===== config.mk =====
export PLATFORM = sky130hd
export DESIGN_NAME = cp0_exc_seq
export DESIGN_NICKNAME = d
export VERILOG_FILES = /design/src/rtl/cp0_defs.sv /design/src/rtl/cp0_exc_seq.sv
export SDC_FILE = /design/constraint.sdc
export NUM_CORES = 1
export LEC_CHECK = 0
export ABC_CLOCK_PERIOD_IN_PS = 3450
export CORE_ASPECT_RATIO = 2
export CORE_UTILIZATION = 47
export DETAILED_ROUTE_END_ITERATION = 7
export MAX_ROUTING_LAYER = met4
export PLACE_DENSITY = 0.81
export SLEW_MARGIN = 20
export SYNTH_ARGS = -nofsm -noshare
export SYNTH_HDL_FRONTEND = slang
export SYNTH_SLANG_ARGS = --single-unit

===== constraint.sdc =====
create_clock -name clk -period 3.45 [get_ports clk]
set_clock_uncertainty 0.05 [all_clocks]
set_input_delay 0.69 -clock clk [delete_from_list [all_inputs] [get_ports clk]]
set_output_delay 0.69 -clock clk [all_outputs]
set_load 0.02 [all_outputs]

===== src/rtl/cp0_defs.sv =====
// Shared CP0 definitions for the exception/ERET sequencer.
// Contents:
//   state_t        - sequencer FSM state encoding
//   Addr*          - CP0 register addresses, {regnum[4:0], sel[2:0]}
//   ExlBit/BdBit   - Status.EXL and Cause.BD bit positions
//   epc_for()      - EPC value for a faulting PC, backing up over a branch for delay slots
package cp0_defs;

   typedef enum logic [2:0] {
      StIdle,
      StExStatus,
      StExCause,
      StExEpc,
      StExBadv,
      StErStatus,
      StErEpc,
      StRedir
   } state_t;

   localparam logic [7:0] AddrStatus   = 8'h60;  // reg 12, sel 0
   localparam logic [7:0] AddrCause    = 8'h68;  // reg 13, sel 0
   localparam logic [7:0] AddrEpc      = 8'h70;  // reg 14, sel 0
   localparam logic [7:0] AddrBadVAddr = 8'h40;  // reg 8, sel 0

   localparam int unsigned ExlBit     = 1;
   localparam int unsigned BdBit      = 31;
   localparam int unsigned ExcCodeLsb = 2;

   // A delay-slot fault restarts at the branch, one word earlier.
   function automatic logic [31:0] epc_for(input logic [31:0] pc, input logic bd);
      return bd ? (pc - 32'd4) : pc;
   endfunction

endpackage


===== src/rtl/cp0_exc_seq.sv =====
// CP0 exception-entry / ERET sequencer.
// Walks the CP0 register file through a read-modify-write sequence over a
// single shared port, then issues a one-cycle fetch redirect.
//   Exception: Status.EXL set -> Cause -> EPC (only if EXL was clear)
//              -> BadVAddr (optional) -> redirect to EXC_VECTOR.
//   ERET:      Status.EXL clear -> read EPC -> redirect to EPC.
// Ports:
//   clk, resetn                 clock, async active-low reset
//   exc_valid/code/pc/bd        commit-stage exception request (pulse)
//   exc_has_badv/exc_badvaddr   optional BadVAddr update
//   eret_valid                  ERET committed (pulse)
//   cp0_wen/addr/wdata          CP0 write port; cp0_rdata is combinational read of cp0_addr
//   busy                        sequence in progress, upstream holds commit
//   redirect_valid/redirect_pc  one-cycle fetch redirect and flush
module cp0_exc_seq
   import cp0_defs::*;
#(
   parameter logic [31:0] EXC_VECTOR = 32'hBFC00380
) (
   input  logic        clk,
   input  logic        resetn,
   input  logic        exc_valid,
   input  logic [4:0]  exc_code,
   input  logic [31:0] exc_pc,
   input  logic        exc_bd,
   input  logic        exc_has_badv,
   input  logic [31:0] exc_badvaddr,
   input  logic        eret_valid,
   output logic        cp0_wen,
   output logic [7:0]  cp0_addr,
   output logic [31:0] cp0_wdata,
   input  logic [31:0] cp0_rdata,
   output logic        busy,
   output logic        redirect_valid,
   output logic [31:0] redirect_pc
);

   state_t      state_q, state_d;
   logic [4:0]  code_q, code_d;
   logic [31:0] pc_q, pc_d;
   logic        bd_q, bd_d;
   logic        has_badv_q, has_badv_d;
   logic [31:0] badv_q, badv_d;
   logic        old_exl_q, old_exl_d;
   logic        eret_q, eret_d;   // sequence in flight is an ERET
   logic [31:0] epc_q, epc_d;     // ERET target read back from EPC

   always_ff @(posedge clk or negedge resetn) begin
      if (!resetn) begin
         state_q    <= StIdle;
         code_q     <= '0;
         pc_q       <= '0;
         bd_q       <= 1'b0;
         has_badv_q <= 1'b0;
         badv_q     <= '0;
         old_exl_q  <= 1'b0;
         eret_q     <= 1'b0;
         epc_q      <= '0;
      end else begin
         state_q    <= state_d;
         code_q     <= code_d;
         pc_q       <= pc_d;
         bd_q       <= bd_d;
         has_badv_q <= has_badv_d;
         badv_q     <= badv_d;
         old_exl_q  <= old_exl_d;
         eret_q     <= eret_d;
         epc_q      <= epc_d;
      end
   end

   always_comb begin
      state_d    = state_q;
      code_d     = code_q;
      pc_d       = pc_q;
      bd_d       = bd_q;
      has_badv_d = has_badv_q;
      badv_d     = badv_q;
      old_exl_d  = old_exl_q;
      eret_d     = eret_q;
      epc_d      = epc_q;

      cp0_wen        = 1'b0;
      cp0_addr       = '0;
      cp0_wdata      = '0;
      redirect_valid = 1'b0;

      unique case (state_q)
         StIdle: begin
            // Exception wins over a simultaneous ERET; the ERET is dropped.
            if (exc_valid) begin
               code_d     = exc_code;
               pc_d       = exc_pc;
               bd_d       = exc_bd;
               has_badv_d = exc_has_badv;
               badv_d     = exc_badvaddr;
               eret_d     = 1'b0;
               state_d    = StExStatus;
            end else if (eret_valid) begin
               eret_d  = 1'b1;
               state_d = StErStatus;
            end
         end
         StExStatus: begin
            cp0_addr         = AddrStatus;
            cp0_wen          = 1'b1;
            cp0_wdata        = cp0_rdata;
            cp0_wdata[ExlBit] = 1'b1;
            old_exl_d        = cp0_rdata[ExlBit];
            state_d          = StExCause;
         end
         StExCause: begin
            cp0_addr                          = AddrCause;
            cp0_wen                           = 1'b1;
            cp0_wdata                         = cp0_rdata;
            cp0_wdata[BdBit]                  = bd_q;
            cp0_wdata[ExcCodeLsb+4:ExcCodeLsb] = code_q;
            state_d                           = StExEpc;
         end
         StExEpc: begin
            // A nested exception (EXL already set) must not clobber EPC.
            cp0_addr  = AddrEpc;
            cp0_wen   = ~old_exl_q;
            cp0_wdata = epc_for(pc_q, bd_q);
            state_d   = has_badv_q ? StExBadv : StRedir;
         end
         StExBadv: begin
            cp0_addr  = AddrBadVAddr;
            cp0_wen   = 1'b1;
            cp0_wdata = badv_q;
            state_d   = StRedir;
         end
         StErStatus: begin
            cp0_addr          = AddrStatus;
            cp0_wen           = 1'b1;
            cp0_wdata         = cp0_rdata;
            cp0_wdata[ExlBit] = 1'b0;
            state_d           = StErEpc;
         end
         StErEpc: begin
            cp0_addr = AddrEpc;
            epc_d    = cp0_rdata;
            state_d  = StRedir;
         end
         StRedir: begin
            redirect_valid = 1'b1;
            state_d        = StIdle;
         end
         default: state_d = StIdle;
      endcase
   end

   assign busy        = (state_q != StIdle);
   assign redirect_pc = (state_q == StRedir) ? (eret_q ? epc_q : EXC_VECTOR) : '0;

endmodule


==> metrics, run 1 <==
Clock Path Buffers=2; vias in the first global route=approximately 5200; hold_ws=381 ps; largest net degree at the start of global routing=a little under 70; initial antenna violation count=0; # rows=56; RD Place Congestion=0.979; I/O pin count=roughly 180; Adder-Cell Fraction of Synth Area=less than 1%; simple-gate share of the synthesized area=12.1%; Hold Crit Class=input port to async pin; ys async rst share=100%; Pint=roughly 4.4 mW; Clock transition at path regs=approximately 80 ps; Iter 0 DRT Violations=about 230; Data required, critical path=~2700 ps; switching share of total power=42.4%; Slew Limit Headroom=41.6%; reg2reg end=pc_q[26]; Net Sw Power=between 3 and 4 mW; Pwr Density=about 950 nW/µm²; status=complete, no violations; die footprint=around 13000 µm²; Post-Route M1 WL=5.99 mm; Clk network pwr share=13.9%; WL met2=about 11 mm; Yosys reg bits=around 110; critical path peak fanout=9; commonest non-fill, non-tap cell in the layout=clkdlybuf4s50_1; Final Routed Wirelength=around 19 mm; maximum vdd drop=around 560 µV; mean post-synth cell area=~11 µm²; largest family of logic cells by synthesized area=multiplexers; worst slack, placed=90.8 ps; Synth cell types=50; DP HPWL=between 10 and 15 mm; Post-Synthesis Cells=between 500 and 600; Static Leak=between 3 and 4 nW; Initial Util=between 40% and 50%; Layout Utilization=between 60 and 70%; launching element type of the critical path=register; Tmin final=~3400 ps; Via density=5.83; clock latency on the worst-skew pair=about 350 ps; Synth Area in Compound Gates=a little over a tenth; Core ar.=roughly 12000 µm²; Final ANT Viol Nets=0; CTS tree=done; Main synth FF type=dfrtp_1; part of the power in registers=around a third; vias post-DR=just under 5000; Gate power share=~55%; GRT Util Overall=roughly 31%; Final Hold Fails=0; WP data arrival=2650 ps; CTS Sinks=between 100 and 150; type of the worst setup path=register to output port; final worst setup slack=around 60 ps; TritonRoute pass-1 iters=5; DR WL met3=~730 µm; xor/xnor share of the synthesized area=4.45%; Area Overhead vs Synth=41.5%; R2R cell count=5; DIE HEIGHT=158 µm; CTS Root Cell=clkbuf_16; Final setup viols=0; worst reg2reg startpoint=state_q[0]; top layer in use=met4; setup_tns=0 ps; most frequent cells in the layout=clkdlybuf4s50_1, dfrtp_1, mux2_2; grt total ovfl=0; Syn. warnings=0; antenna diode count=0; R2R setup slack=a little under 900 ps; post-synthesis mux area share=between 20% and 30%; Port Buffers=177; overall power=between 7 and 8 mW; NumNets Final=between 800 and 900; first-pass GRT wire length=about 28 mm; max-cap violation count=0; Worst setup EP type=output port; f_max=0.295 GHz; Post-synth EDFFs=0; mapped cell area=roughly 5700 µm²; drt wl/cell=22.0 µm; H-tree depth=3; Slew @ Worst Pin=between 800 and 900 ps; Die X=approximately 80 µm; final slew viol count=0; total CTS buffers=9; layout cells sized above 1=a little over a quarter; sequential area share after synthesis=between 40% and 50%; drt drc=0; period utilization=approximately 98%
synthesized netlist by cell type, types with 5 or more instances:
library cell | instances | area [µm²]
dfrtp_1 | 108 | 2700
mux2_2 | 102 | 1150
a22oi_1 | 27 | 203
nor2_1 | 26 | 97.6
a21oi_1 | 25 | 125
clkbuf_1 | 22 | 82.6
o22ai_1 | 21 | 131
and3_1 | 20 | 125
inv_1 | 17 | 63.8
xor2_1 | 15 | 131
nand2_1 | 14 | 52.6
nor3_1 | 14 | 70.1
xnor2_1 | 14 | 123
buf_2 | 9 | 45.0
or3_1 | 6 | 37.5
nand3_1 | 5 | 25.0
critical path, stage by stage (launching register included):
cell,delay (ps)
dfrtp_1,440
or4b_4,590
nor4_4,260
buf_4,200
nor2b_1,180
xnor2_1,190
o22ai_2,160
clkdlybuf4s15_2,280
flip-flops by register name, summed over array words and instances, names as in the netlist:
signal and cells:
state_q 3, eret_q 1, pc_q 32, badv_q 32, epc_q 32, bd_q 1
code_q 5, old_exl_q 1, has_badv_q 1
through the flow:
stage | instance area [µm²] | cells
after floorplan | 5720 | 512
after global placement | 7760 | 825
after detailed placement | 7760 | 825
after CTS | 8070 | 842
after global routing | 8080 | 843
final | 8080 | 843
worst max path at each step:
stage | from | to | cells past startpoint
global route | pc_q[4] | cp0_wdata[13] | 7
CTS | pc_q[2] | cp0_wdata[22] | 9
floorplan | pc_q[2] | cp0_wdata[14] | 8
detailed placement | pc_q[2] | cp0_wdata[22] | 9
finish | pc_q[4] | cp0_wdata[13] | 7
global placement | pc_q[4] | cp0_wdata[7] | 7
timing repair:
| action | CTS | global route |
|---|---|---|
| resized for setup | 32 | 26 |
| endpoints found under the setup margin | 23 | 42 |
| buffers inserted | 1 | 1 |
| hold buffers | 0 | 0 |
| pin swaps | 1 | 1 |
layout make-up:
type	instances	area, µm²
multi-input cells	347	2830
well taps	145	181
clock inverters	7	88.8
flip-flops and latches	108	2700
repair buffers	210	1990
clock buffers	9	225
inverters	17	63.8
fillers	903	3690
metal layers:
metal | vias up | track usage, %
met3 | 60 | 3.98
li1 | 2209 | -
met2 | 215 | 58.6
met1 | 2432 | 28.7
met5 | - | -
met4 | 0 | 19.5
cells by family after synthesis:
kind of cell               Yosys count
and+or+nand+nor                    116
DFF                                108
muxes                              104
AOI/OAI and AO/OA                   92
buffers and inverters               57
xor gates and xnor gates            29
adders and majority gates            2
other                                1
power groups by stage:
stage	Clock [mW]	Sequential [mW]	Combinational, mW
after CTS	1.09	2.41	4.17
after global placement	0	2.37	4.18
after detailed placement	0	2.43	4.25
after global routing	1.14	2.49	4.47
final	1.07	2.42	4.20
after floorplan	0	2.24	2.57
No activity file was read; power rests on OpenSTA's default activity.
==> inputs of run 2 (changes only) <==
- GPL_ROUTABILITY_DRIVEN: not set -> 0
==> run 2 against run 1 <==
Net effect:
- clock power about the same
- sequential share of layout area increased by 0.24 points
- critical path depth unchanged
- total power decreased by 0.86%
- combinational power decreased by 2%
- flip-flop and latch count unchanged
- wire length decreased by 4.0%
- core utilization decreased by 0.52 points
- critical endpoint is now cp0_wdata[27]
==> metrics, run 2 (same netlist as run 1, synthesis figures left out) <==
Data required, critical path=between 2000 and 3000 ps; grt total ovfl=0; I/O pin count=around 180; RSZ-0062 raised after global routing=no; worst slack, placed=99.7 ps; total CTS buffers=9; Clk network pwr share=between 10% and 20%; Pint=4.44 mW; Clock Path Buffers=2; CTS tree=done; Slew @ Worst Pin=between 700 and 800 ps; final slew viol count=0; antenna diode count=0; switching share of total power=a little over two fifths; final worst setup slack=68.6 ps; setup_tns=0 ps; Clock transition at path regs=about 70 ps; # rows=56; commonest non-fill, non-tap cell in the layout=clkdlybuf4s50_1; type of the worst setup path=register to output port; critical path peak fanout=9; Final Hold Fails=0; vias post-DR=4911; Final Routed Wirelength=roughly 18 mm; part of the power in registers=a little under a third; period utilization=98.0%; first-pass GRT wire length=27.3 mm; TritonRoute pass-1 iters=7; Area Overhead vs Synth=40.4%; most frequent cells in the layout=clkdlybuf4s50_1, dfrtp_1, mux2_2; layout cells sized above 1=26.4%; Initial Util=roughly half; drt wl/cell=~21 µm; Iter 0 DRT Violations=318; GRT Util Overall=30.2%; hold-fix buffers at CTS=0; drt drc=0; Layout Utilization=roughly 68%; Die X=79.9 µm; max-cap violation count=0; DIE HEIGHT=158 µm; Static Leak=3.38 nW; f_max=0.296 GHz; Slew Limit Headroom=about half; Largest regs=badv_q: 32 flops, epc_q: 32 flops, pc_q: 32 flops; Pwr Density=about 950 nW/µm²; Via density=between 5 and 6; clock latency on the worst-skew pair=between 300 and 400 ps; H-tree depth=3; WP data arrival=between 2000 and 3000 ps; CTS Sinks=roughly 110; largest net degree at the start of global routing=66; Hold Crit Class=input port to async pin; Core ar.=about 12000 µm²; launching element type of the critical path=register; Worst setup EP type=output port; Final setup viols=0; NumNets Final=approximately 800; vias in the first global route=5164; Tmin final=about 3400 ps; Gate power share=54.0%; Net Sw Power=roughly 3.2 mW; CTS Root Cell=clkbuf_16; Final ANT Viol Nets=0; DP HPWL=roughly 13 mm; status=complete, no violations; Port Buffers=about 180; worst reg2reg startpoint=state_q[1]; initial antenna violation count=0; critical path launch point=pc_q[4]; maximum vdd drop=between 500 and 600 µV; die footprint=12600 µm²
[run 2: cell types whose count changed in the layout (fill, tap and decap cells not counted), moves of 2 or more]
cell / before / now
dlygate4sd2_1: 13 / 9
buf_4: 31 / 27
clkbuf_2: 8 / 14
buf_2: 2 / 0
[run 2: final timing paths]
check / endpoint / slack (ps) / cells past startpoint
min reg2reg: epc_q[15] / 460 / 1
max in group asynchronous: eret_q / 2290 / 2
max reg2reg: pc_q[24] / 910 / 5
max: cp0_wdata[27] / 70 / 7
min in group clk: epc_q[15] / 460 / 1
min: badv_q[31] / 280 / 1
[run 2: power by group through the flow]
stage / Combinational [mW] / Clock [mW] / Sequential, mW
3_3_place_gp: 4.12 / 0 / 2.37
5_1_grt: 4.38 / 1.16 / 2.49
4_1_cts: 4.12 / 1.11 / 2.40
6_report: 4.12 / 1.09 / 2.41
2_1_floorplan: 2.57 / 0 / 2.24
3_5_place_dp: 4.20 / 0 / 2.42
[run 2: what timing repair did]
item,in CTS,in global routing
pin swaps,1,0
setup buffers,1,0
setup endpoints to repair,23,23
gates resized for setup,28,29
[run 2: routing by layer]
layer / global-route usage [%] / vias to the layer above / part of all wire, %
met5: - / - / 0
met4: 16.3 / 0 / 5.2
met3: 3.69 / 49 / 4.4
met2: 55.7 / 231 / 57
met1: 30.1 / 2430 / 34
li1: - / 2201 / -
[run 2: layout make-up]
cell class,instances,area [µm²]
Timing Repair Buffer,206,1940
Clock inverter,7,91.3
Fill cell,916,3750
Clock buffer,9,225
Sequential cell,108,2700
Inverter,17,63.8
Tap cell,145,181
Multi-Input combinational cell,347,2810
[run 2: critical path: stages (launching register included)]
cell and delay [ps]:
dfrtp_1 430, or4b_4 590, nor4_4 260, buf_4 210, nand4b_1 120, xor2_1 180
o22ai_1 140, dlygate4sd2_1 360
[run 2: through the flow]
stage          total power, mW  instance area (µm²)  hold slack, ps  instances
2_1_floorplan             4.81                 5720             344        512
3_3_place_gp              6.49                 7740             432        822
3_5_place_dp              6.62                 7740             442        822
4_1_cts                   7.63                 8060             300        839
5_1_grt                   8.03                 8020             326        839
6_report                  7.62                 8020             283        839
==> RTL change 1: new RTL, flow settings as in run 1 <==
Put a register stage on the output `redirect_pc`, with the module's reset. The value now appears one clock later. The other outputs are not delayed to match. Comments in the files are not updated.
--- a/src/rtl/cp0_exc_seq.sv
+++ b/src/rtl/cp0_exc_seq.sv
@@ -152,5 +152,11 @@
 
    assign busy        = (state_q != StIdle);
-   assign redirect_pc = (state_q == StRedir) ? (eret_q ? epc_q : EXC_VECTOR) : '0;
+   always_ff @(posedge clk or negedge resetn) begin
+      if (!resetn) begin
+         redirect_pc <= '0;
+      end else begin
+         redirect_pc <= (state_q == StRedir) ? (eret_q ? epc_q : EXC_VECTOR) : '0;
+      end
+   end
 
 endmodule
Behaviour: not the same (Yosys sat finds a counterexample within 4 cycles, from zero or initial values and one cycle with resetn low).
==> RTL change 1 against run 1 <==
The run now ends with DRC left. Power is 15% higher. Sequential cell count is 32 higher. Design area is 13% higher. Synthesized cell count is 6.7% higher. Setup slack better by 0.034 ns. Area after synthesis is 13% higher. Maximum frequency is 1.0% higher. Routed wire length is 2.2% lower.
==> RTL change 1: results <==
metrics = {
    "outcome": {
        "status": "complete, but fails checks",
        "violations": "DRC",
    },
    "setup_path": {
        "path_max_fanout": 7,
        "arrival_ns": 2.61,
        "r2r_end": "code_q[1]$_DFFE_PN0P_",
        "reg2regPathDepth": 6,
        "reg2reg_from": "state_q[2]$_DFFE_PN0P_",
        "rrSetupSlack_ns": 1.13,
    },
    "global_routing": {
        "antenna_found_initial": 3,
        "grt_max_degree": 77,
        "grt_pass1_wl_mm": 28.8,
        "grt_util_all_layers": 0.278,
        "grt_pass1_vias": 5468,
    },
    "clock_tree": {
        "clock_path_buffers": 2,
        "numCtsBuffers": 17,
        "path_clk_slew_ns": 0.06,
        "clk_latency_ns": 0.41,
        "clockRootBuffer": "clkbuf_16",
        "cts_max_level": 4,
    },
    "finish": {
        "seq_area_um2": 3500,
        "num-nonclk-buffers": 198,
        "drive_gt1_frac": 0.251,
        "antenna-diode-count": 3,
        "multi_input_cells": 354,
        "multi_input_area_share": 0.309,
        "buffer_area_frac": 0.212,
        "inverters_excl_clock": 18,
        "fillers": 1003,
        "clock_buffers": 19,
        "clkCellAreaFrac": 0.0665,
        "finalNetCount": 837,
    },
    "pwr": {
        "ir_worst_vdd_mv": 0.581,
        "p_leak_uw": 0.00396,
        "p_sw_uw": 3410,
    },
    "routing": {
        "drt_iter0_drc": 361,
        "drc_errors": 5,
        "first_pass_iters": 8,
        "via_per_inst": 5.73,
        "wire_per_inst_um": 20.1,
    },
    "synth": {
        "synth-warning-count": 0,
        "ys_top_cells_by_area": "dfrtp_1 (55%), mux2_2 (18%), a22oi_1 (2.7%)",
        "ys_types": 46,
        "synth_common_cells": "dfrtp_1 (140), mux2_2 (102), nor2_1 (36)",
        "seq_area_frac_synth": 0.545,
        "ys_async_sr_fraction": 1.00,
        "synth_seq_cells": 140,
    },
    "placed_design": {
        "dp_slack_ns": 0.202,
        "globalplace.congestion": 0.974,
        "portBuffers": 177,
        "dp.final_hpwl_mm": 13.3,
    },
    "timing": {
        "fmax_mhz": 298,
        "slew_headroom": 0.436,
    },
    "worst_hold_path": {
        "hold_path_class": "primary input to asynchronous set/reset pin",
    },
}
==> RTL change 1: changes by cell type in the layout (fill, tap and decap cells not counted), sizes merged, moves of 6 or more <==
cell,delta
dlymetal6s2s,+6
nor2,+10
buf,-13
o22ai,-21
dfrtp,+32
o21ai,+32
xor2,-9
==> RTL change 1: cells by family (layout without fill, tap and decap cells) <==
group                    after synthesis  count (layout)  share of synthesized area
multiplexers                         106             106                      0.185
adder cells (fa/ha/maj)                1               1                    0.00195
AND/OR/NAND/NOR                      117             118                      0.103
buffers and inverters                 53             248                     0.0358
flip-flops                           140             140                      0.545
other                                  1               7                   0.000583
XOR/XNOR                              24              24                     0.0327
AO/OA/AOI/OAI                        101             101                     0.0958
==> RTL change 1: metrics by stage <==
stage	area, µm²	cells	hold WS [ns]
after CTS	9080	894	0.226
after global routing	9150	900	0.242
after detailed placement	8380	857	0.438
final	9150	900	0.208
after global placement	8380	857	0.429
after floorplan	6440	546	0.344
==> RTL change 1: metal layers <==
metal | vias up | wire length (µm) | GRT usage
met1 | 2574 | 6500 | 0.294
li1 | 2308 | - | -
met5 | - | 0 | -
met3 | 67 | 689 | 0.0439
met2 | 209 | 9790 | 0.476
met4 | 0 | 1130 | 0.176
==> RTL change 1: worst max path at each step <==
stage | endpoint | from
6_report | cp0_wdata[16] | pc_q[11]$_DFFE_PN0P_
5_1_grt | cp0_wdata[30] | pc_q[11]$_DFFE_PN0P_
4_1_cts | cp0_wdata[17] | pc_q[8]$_DFFE_PN0P_
3_5_place_dp | cp0_wdata[12] | pc_q[6]$_DFFE_PN0P_
3_3_place_gp | cp0_wdata[31] | pc_q[17]$_DFFE_PN0P_
2_1_floorplan | cp0_wdata[12] | pc_q[6]$_DFFE_PN0P_
==> RTL change 1: worst max-delay path, stage by stage, from the launching register on <==
cell           delay [ns]
dfrtp_1              0.44
nor4_4               0.40
buf_4                0.17
buf_4                0.11
nand4_4              0.20
nor3_4               0.28
xnor2_1              0.09
o21ai_1              0.15
dlygate4sd2_1        0.36
==> RTL change 1: power groups by stage <==
| stage | sequential (µW) | clock, µW | combinational, µW |
|---|---|---|---|
| after floorplan | 2950 | 0 | 2300 |
| after global placement | 2960 | 0 | 3860 |
| after detailed placement | 3010 | 0 | 3940 |
| after CTS | 3010 | 1890 | 3930 |
| after global routing | 3140 | 1950 | 4210 |
| final | 3040 | 1860 | 3930 |
==> RTL change 1: what timing repair did <==
action | CTS | global route
resized for setup | 30 | 21
setup buffers | 4 | 3
gates cloned | 1 | 0
endpoints found under the setup margin | 21 | 10
endpoints found under the hold margin | 0 | 0
pin swaps | 4 | 3
==> RTL change 2: new RTL, flow settings as in run 1 <==
Without the edit above. Change the package constant `ExcCodeLsb` from 2 to 4.
--- a/src/rtl/cp0_defs.sv
+++ b/src/rtl/cp0_defs.sv
@@ -25,5 +25,5 @@
    localparam int unsigned ExlBit     = 1;
    localparam int unsigned BdBit      = 31;
-   localparam int unsigned ExcCodeLsb = 2;
+   localparam int unsigned ExcCodeLsb = 4;
 
    // A delay-slot fault restarts at the branch, one word earlier.
Function: changed (Yosys sat finds a counterexample within 4 cycles, from zero or initial values and one cycle with resetn low).
==> RTL change 2 against run 1 <==
Design area decreased by 0.76%. Routed wire length decreased by 3.2%. Area after synthesis decreased by 0.48%. Sequential cell count unchanged. Power shrank 2.2%. Largest cell class unchanged. Non-clock buffer count is 9 lower. Setup slack improved by 0.033 ns. Critical path depth fell by 1. Critical endpoint is now cp0_wdata[28].
==> RTL change 2: results <==
metrics = {
    "outcome": {
        "status": "finished, final reports clean",
    },
    "synth": {
        "syn_inst": 508,
        "seq_area_frac_synth": 0.476,
        "synth-warning-count": 0,
        "synth_xor_area_frac": 0.0401,
        "ys_types": 46,
        "synth_fa_ha_area_frac": 0.00440,
        "synth_common_cells": "dfrtp_1 (108), mux2_2 (102), nor2_1 (33)",
        "ys_async_sr_fraction": 1.00,
        "synth-compound-area-share": 0.108,
        "synth_mux_area_frac": 0.204,
        "ys_top_cells_by_area": "dfrtp_1 (48%), mux2_2 (20%), a22oi_1 (3.0%)",
    },
    "routing": {
        "vias": 4829,
        "drc_errors": 0,
        "drt_iter0_drc": 403,
        "first_pass_iters": 6,
        "drt_wl_total_mm": 17.9,
        "via_per_inst": 5.82,
    },
    "pwr": {
        "p_leak_uw": 0.00348,
        "ir_worst_vdd_mv": 0.631,
    },
    "clock_tree": {
        "numCtsBuffers": 9,
        "path_clk_slew_ns": 0.07,
        "clockRootBuffer": "clkbuf_16",
        "clock_path_buffers": 2,
        "cts_max_level": 3,
        "clk_latency_ns": 0.35,
    },
    "timing": {
        "slew_headroom": 0.391,
    },
    "global_routing": {
        "grt_pass1_wl_mm": 27.1,
        "grt_max_degree": 71,
        "grt_pass1_vias": 5136,
        "grt_util_all_layers": 0.304,
        "antenna_found_initial": 0,
    },
    "setup_path": {
        "arrival_ns": 2.62,
        "path_max_fanout": 4,
    },
    "finish": {
        "drive_gt1_frac": 0.247,
        "finalNetCount": 789,
        "fillers": 912,
        "reg.largest.list": "badv_q (32), epc_q (32), pc_q (32)",
        "antenna-diode-count": 0,
    },
    "placed_design": {
        "place_area_um2": 7630,
        "dp.final_hpwl_mm": 13.6,
        "dp_cells": 811,
        "portBuffers": 177,
        "globalplace.congestion": 0.907,
    },
    "worst_hold_path": {
        "hold_path_class": "primary input to asynchronous set/reset pin",
    },
}
-- RTL change 2: changes by cell type after synthesis, moves of 4 or more --
| cell | change |
|---|---|
| xnor2_1 | +4 |
| nor4_1 | +6 |
| xor2_1 | -7 |
| or4_1 | +5 |
| a22oi_1 | -4 |
| nor3_1 | -6 |
| nor2_1 | +7 |
-- RTL change 2: cell families (layout without fill, tap and decap cells) --
group | Yosys count | after routing
other | 1 | 4
XOR/XNOR | 26 | 26
AO/OA/AOI/OAI | 92 | 92
AND/OR/NAND/NOR | 116 | 116
adder cells (fa/ha/maj) | 2 | 2
buffers and inverters | 60 | 234
flip-flops | 108 | 108
multiplexers | 103 | 103
-- RTL change 2: where the power goes --
group          switching, µW  internal, µW  total (µW)
combinational           2120          1950        4070
clock                    502           508        1010
sequential               536          1910        2440
-- RTL change 2: stage by stage --
stage	worst slack (ns)	utilization	power [µW]
2_1_floorplan	0.497	-	4800
3_3_place_gp	0.185	0.648	6370
3_5_place_dp	0.197	0.648	6500
4_1_cts	-0.155	0.673	7480
5_1_grt	0.0105	0.681	7950
6_report	0.0950	0.681	7520
-- RTL change 2: layout make-up --
| type | count | area share |
|---|---|---|
| Sequential cell | 108 | 0.337 |
| Timing Repair Buffer | 201 | 0.245 |
| Clock buffer | 9 | 0.0281 |
| Clock inverter | 7 | 0.00843 |
| Inverter | 17 | 0.00796 |
| Tap cell | 145 | 0.0226 |
| Multi-Input combinational cell | 343 | 0.351 |
-- RTL change 2: repair_timing --
item / CTS / global route
setup endpoints to repair: 20 / 14
gates resized for setup: 15 / 28
endpoints found under the hold margin: 0 / 0
setup buffers: 1 / 2
pin swaps: 0 / 1
-- RTL change 2: path summary, 6_finish.rpt --
check,start,end,slack (ns),depth (start not counted)
min in group clk,epc_q[1]$_DFFE_PN0P_,epc_q[1]$_DFFE_PN0P_,0.45,1
max reg2reg,state_q[2]$_DFFE_PN0P_,badv_q[10]$_DFFE_PN0P_,0.96,5
min reg2reg,epc_q[1]$_DFFE_PN0P_,epc_q[1]$_DFFE_PN0P_,0.45,1
max,pc_q[21]$_DFFE_PN0P_,cp0_wdata[28],0.09,6
min,resetn,pc_q[28]$_DFFE_PN0P_,0.40,1
max in group asynchronous,resetn,pc_q[19]$_DFFE_PN0P_,2.19,2
-- RTL change 2: critical path, cell delays in order (launching register included) --
cell	delay [ns]
dfrtp_1	0.42
or4_1	0.56
or4_4	0.54
nor4_4	0.16
xnor2_1	0.16
o22ai_1	0.10
dlygate4sd2_1	0.33
-- RTL change 2: per-layer routing --
metal,GRT usage,part of all wire,up-vias
met2,0.561,0.56,212
met4,0.155,0.047,0
met3,0.0365,0.051,48
met5,-,0,-
met1,0.306,0.34,2391
li1,-,-,2178
